===== config.mk =====
export PLATFORM = sky130hd
export DESIGN_NAME = xbus_master
export DESIGN_NICKNAME = d
export VERILOG_FILES = /design/src/rtl/xbus_master_pkg.sv /design/src/rtl/xbus_master.sv
export SDC_FILE = /design/constraint.sdc
export NUM_CORES = 1
export LEC_CHECK = 0
export ABC_AREA = 1
export CORE_MARGIN = 2
export CORE_UTILIZATION = 38
export CTS_CLUSTER_SIZE = 12
export DETAILED_ROUTE_END_ITERATION = 6
export GPL_TIMING_DRIVEN = 0
export PLACE_DENSITY = 0.76
export SETUP_SLACK_MARGIN = 0.15
export SYNTH_ARGS = -nofsm -noshare
export SYNTH_HDL_FRONTEND = slang
export SYNTH_SLANG_ARGS = --single-unit

===== constraint.sdc =====
create_clock -name clk -period 1.3 [get_ports clk]
set_input_delay 0.26 -clock clk [delete_from_list [all_inputs] [get_ports clk]]
set_output_delay 0.26 -clock clk [all_outputs]
set_load 0.05 [all_outputs]

===== src/rtl/xbus_master_pkg.sv =====
// Shared XBUS configuration defaults, widths and access-alignment helper for xbus_master.
// Guarded defaults; an integration-level config.vh defining these macros takes precedence.
`ifndef XADDRW
`define XADDRW 32
`endif
`ifndef XDATAW
`define XDATAW 32
`endif
`ifndef XBUS_TIMEOUT
`define XBUS_TIMEOUT 16
`endif

package xbus_master_pkg;

   localparam int ADDR_W = `XADDRW;
   localparam int DATA_W = `XDATAW;
   localparam int CNT_W  = 8;

   // Word accesses need addr[1:0]==0; halfword lanes (0011/1100) need an even address.
   function automatic logic is_misaligned(input logic [3:0] be, input logic [1:0] addr_lo);
      logic word_bad;
      logic half_bad;
      word_bad = (be == 4'b1111) && (addr_lo != 2'b00);
      half_bad = ((be == 4'b0011) || (be == 4'b1100)) && addr_lo[0];
      return word_bad || half_bad;
   endfunction

endpackage


===== src/rtl/xbus_master.sv =====
// Sole XBUS initiator: turns a single-outstanding core access into one bus cycle,
// with a no-ready timeout and up-front rejection of misaligned accesses.
module xbus_master
   import xbus_master_pkg::*;
#(
   parameter int unsigned TIMEOUT = `XBUS_TIMEOUT
) (
   input  logic               clk,
   input  logic               rst_n,
   input  logic               cpu_req,
   input  logic               cpu_we,
   input  logic [`XADDRW-1:0] cpu_addr,
   input  logic [`XDATAW-1:0] cpu_wdata,
   input  logic [3:0]         cpu_be,
   output logic               cpu_busy,
   output logic               cpu_ack,
   output logic               cpu_err,
   output logic [`XDATAW-1:0] cpu_rdata,
   output logic               xbus_as,
   output logic [`XADDRW-1:0] xbus_addr,
   output logic               xbus_we,
   output logic [`XDATAW-1:0] xbus_wdata,
   output logic [3:0]         xbus_be,
   input  logic               xbus_rdy,
   input  logic [`XDATAW-1:0] xbus_rdata
);

   localparam logic [1:0] IDLE = 2'd0;
   localparam logic [1:0] BUS  = 2'd1;
   localparam logic [1:0] RESP = 2'd2;

   typedef enum logic [1:0] {
      ST_IDLE = IDLE,
      ST_BUS  = BUS,
      ST_RESP = RESP
   } state_t;

   localparam logic [CNT_W-1:0] TIMEOUT_LAST = CNT_W'(TIMEOUT - 1);

   state_t             state_reg, state_next;
   logic [CNT_W-1:0]   cnt_reg, cnt_next;
   logic               err_reg, err_next;
   logic [`XDATAW-1:0] rdata_reg, rdata_next;
   logic [`XADDRW-1:0] addr_reg, addr_next;
   logic               we_reg, we_next;
   logic [`XDATAW-1:0] wdata_reg, wdata_next;
   logic [3:0]         be_reg, be_next;

   always_ff @(posedge clk or negedge rst_n) begin
      if (!rst_n) begin
         state_reg <= ST_IDLE;
      end else begin
         state_reg <= state_next;
      end
   end

   always_ff @(posedge clk or negedge rst_n) begin
      if (!rst_n) begin
         cnt_reg   <= '0;
         err_reg   <= 1'b0;
         rdata_reg <= '0;
         addr_reg  <= '0;
         we_reg    <= 1'b0;
         wdata_reg <= '0;
         be_reg    <= '0;
      end else begin
         cnt_reg   <= cnt_next;
         err_reg   <= err_next;
         rdata_reg <= rdata_next;
         addr_reg  <= addr_next;
         we_reg    <= we_next;
         wdata_reg <= wdata_next;
         be_reg    <= be_next;
      end
   end

   always_comb begin
      state_next = state_reg;
      cnt_next   = cnt_reg;
      err_next   = err_reg;
      rdata_next = rdata_reg;
      addr_next  = addr_reg;
      we_next    = we_reg;
      wdata_next = wdata_reg;
      be_next    = be_reg;

      case (state_reg)
         ST_IDLE: begin
            if (cpu_req) begin
               if (is_misaligned(cpu_be, cpu_addr[1:0])) begin
                  err_next   = 1'b1;
                  state_next = ST_RESP;
               end else begin
                  addr_next  = cpu_addr;
                  we_next    = cpu_we;
                  wdata_next = cpu_wdata;
                  be_next    = cpu_be;
                  cnt_next   = '0;
                  state_next = ST_BUS;
               end
            end
         end
         ST_BUS: begin
            // Ready is checked first so a late slave beats the timeout in the same cycle.
            if (xbus_rdy) begin
               if (!we_reg) begin
                  rdata_next = xbus_rdata;
               end
               err_next   = 1'b0;
               state_next = ST_RESP;
            end else if (cnt_reg == TIMEOUT_LAST) begin
               err_next   = 1'b1;
               state_next = ST_RESP;
            end else begin
               cnt_next = cnt_reg + 1'b1;
            end
         end
         ST_RESP: begin
            state_next = ST_IDLE;
         end
         default: begin
            state_next = ST_IDLE;
         end
      endcase
   end

   assign xbus_as    = (state_reg == ST_BUS);
   assign cpu_ack    = (state_reg == ST_RESP);
   assign cpu_busy   = (state_reg != ST_IDLE);
   assign cpu_err    = cpu_ack & err_reg;
   assign cpu_rdata  = rdata_reg;
   assign xbus_addr  = addr_reg;
   assign xbus_we    = we_reg;
   assign xbus_wdata = wdata_reg;
   assign xbus_be    = be_reg;

endmodule


==> impl_results.md <==
* Fin nets at 922
* I/O pin total at 210
* RSZ-0062 raised after global routing: yes
* HPWL after DPL at 9423 um
* CTS clock-pin slew for the worst setup and hold paths at 70 ps
* CP Data Arrival Time at 1750 ps
* Worst path max stage delay at 440 ps
* Total gr overflow at 0
* Cell Rows at 41
* Crit-path slowest cell: dfrtp_2
* Via density at 4.618
* Clock sinks at 112
* Skew-Pair Late Insertion Delay at 340 ps
* Net Sw Power at 0.01105 W
* Max IR drop VDD at 1.402 mV
* CP most frequent cell: clkbuf_16
* Worst hold slack at -25.27 ps
* Netlist cell types at 22
* Min Tclk post-route at 1485 ps
* Synthesized area at 4788 um^2
* Crit Path Category: flop to flop
* CP bufs+invs at 2
* Share of the synthesized area in the top cell type at 58.53%
* Syn_nets at 627
* Placed Cells at 903
* Max Cap Viol at 0
* Die Width at 116.3 um
* Clock power frac at 10.8%
* Top Family by Delay on Critical Path: simple AND/OR/NAND/NOR gates
* CP startpoint: state_reg[1]
* Layout area overhead at 78.16%
* Non-Filler Instances at 990
* Main combinational cell family by area after synthesis: simple AND/OR/NAND/NOR gates
* Ys Warns at 0
* Sequential share of power at 26.8%
* Syn avg cell area at 9.191 um^2
* Clock root buffer: clkbuf_16
* Antenna Nets Post-Route at 0
* Final worst path period share at 114.2%
* CTS Hold Bufs at 0
* Crit path capture type: flop
* Initial antenna violation count at 0
* Pre-antenna DRT Iters at 4
* Slack of the critical path at -184.9 ps
* First-pass GRT wire length at 21,300 um
* Compound-cell area share of the yosys netlist at 13.48%
* Crit Reg-Reg Startpoint: state_reg[1]
* Rel. slew slack at 49.89%
* Status: complete, but fails checks
* IO Port Bufs at 209
* Pleak at 4.412 nW
* Cell taking the most area after synthesis: dfrtp_1
* Startpoint types: flop
* Synth Area in XOR/XNOR at 0.3658%
* Worst slew pin tran at 751.6 ps
* Commonest non-fill, non-tap cell in the layout: buf_6
* Vias in the first global route at 4,589
* Total die area at 13,520 um^2
* GRT Total Usage at 19.77%
* Worst Path Max Fanout at 6
* Final hold vios at 14
* Crit-path cells: nor2_4 -> nand2_2 -> or2_4 -> clkbuf_16 -> clkbuf_16 -> o21ai_2
* Int Pwr at 0.01232 W
* Synth top area cells: dfrtp_1 (59%), nand2_1 (10%), inv_1 (8.3%)
* Wire length per cell at 14.78 um
* # H-tree levels at 3
* Layout cells sized above 1 at 39.36%
* Initial DRC Count at 235
* Num CTS Buffers at 9
* Violated checks: hold timing, setup timing
* Commonest non-fill, non-tap cells in the layout: buf_6 (117), dfrtp_1 (111), inv_1 (105), clkdlybuf4s50_1 (103), nand2_1 (97)
* Comb power frac at 62.4%
* Mux share of post-synthesis cell area at 0%
* Worst hold path class: input pin to asynchronous set/reset pin
* Number of remaining DRC errors at 0
* Max Clock Skew at 6.783 ps
* GP Congestion at 0.7646
* Die H at 116.3 um
* Final setup violation count at 114
* Ant. Diodes at 0
* Fin. max-slew vios at 0
* Sw Share at 47.30%
* Synth Register Bits at 112
* Final wirelength at 14,630 um
* Adder-Cell Fraction of Synth Area at 0.2613%
* Routed vias at 4,572
* Initial Utilization at 38.41%
* Pwr/cell area at 2739 nW/um^2
* CP required at 1560 ps
* Total core area at 12,470 um^2
* Post-Synth Simple-Gate Area at 14.55%
* Largest net degree at the start of global routing at 58
* Sequential share of the synthesized area at 58.53%
* CTS tree: done
* CTS max path bufs at 2
* Post-Synthesis Cells at 521
* Maximum clock rate at 673.5 MHz
[cells by family after synthesis]
family                     after synthesis
buffers and inverters                  133
AOI/OAI and AO/OA                      105
xor gates and xnor gates                 2
DFF                                    112
and+or+nand+nor                        168
adders and majority gates                1
[worst paths after layout]
| path | to | slack, ps | cells after the start |
|---|---|---|---|
| max | cpu_rdata[5] | -180 | 6 |
| min | xbus_wdata[24] | -30 | 1 |
| max reg2reg | cpu_rdata[5] | -180 | 6 |
| min reg2reg | err_reg | 510 | 2 |
| max in group asynchronous | xbus_wdata[29] | 590 | 2 |
| min in group clk | xbus_addr[31] | 460 | 3 |
[worst reg2reg max path, delay by kind of cell (launching register included)]
family / cells / cell delay, ps
buf+inv: 2 / 340
flops: 1 / 440
simple gates: 3 / 500
compound gates: 1 / 120
[stage by stage]
stage	utilization [%]	area, um^2	power, W	setup TNS [ps]	setup WS, ps
final	68.43	8531	0.02337	-12970	-184.9
after global routing	68.43	8531	0.02439	-20010	-234.6
after CTS	64.35	8021	0.02217	-11020	-158.6
after detailed placement	57.17	7127	0.01794	-57520	-518.9
after global placement	56.97	7102	0.01769	-525730	-4214
after floorplan	-	4795	0.01364	-20620	-247.9
[what timing repair did]
item	in CTS	in global routing
setup endpoints to repair	217	217
resized for setup	796	50
pin swaps	8	5
buffers inserted	39	29
gates cloned	1	5
[routing by layer]
layer,share of wire (%),global-route usage (%),up-vias
met3,5.7,4.048,29
met5,0,0,-
li1,-,-,2170
met4,2.1,6.587,0
met1,39,23.81,2211
met2,53,35.35,162
[power groups by stage]
stage / clock (W) / sequential (W) / combinational (W)
2_1_floorplan: 0 / 0.0110 / 0.00267
3_3_place_gp: 0 / 0.00589 / 0.0118
3_5_place_dp: 0 / 0.00596 / 0.0120
4_1_cts: 0.00258 / 0.00622 / 0.0134
5_1_grt: 0.00272 / 0.00641 / 0.0153
6_report: 0.00253 / 0.00626 / 0.0146
[layout make-up]
type | instances | area, um^2
Clock buffer | 12 | 256.5
Inverter | 110 | 417.9
Timing Repair Buffer | 284 | 2910
Multi-Input combinational cell | 276 | 1628
Tap cell | 172 | 215.2
Fill cell | 922 | 3935
Buffer | 23 | 294.0
Sequential cell | 112 | 2804
Clock inverter | 1 | 5.005
[Yosys cell counts]
cell	count
nand2_1	133
dfrtp_1	112
inv_1	106
o21ai_1	63
o21ai_2	32
nand3_1	16
buf_6	10
nor2_1	10
buf_4	9
o21ai_0	9
buf_2	4
inv_2	4
nand4_1	2
nor2_4	2
xor2_1	2
a21oi_1	1
and3_1	1
ha_1	1
nand2_2	1
nand3b_4	1
or2_1	1
or2_2	1
(Power assumes the default switching activity.)
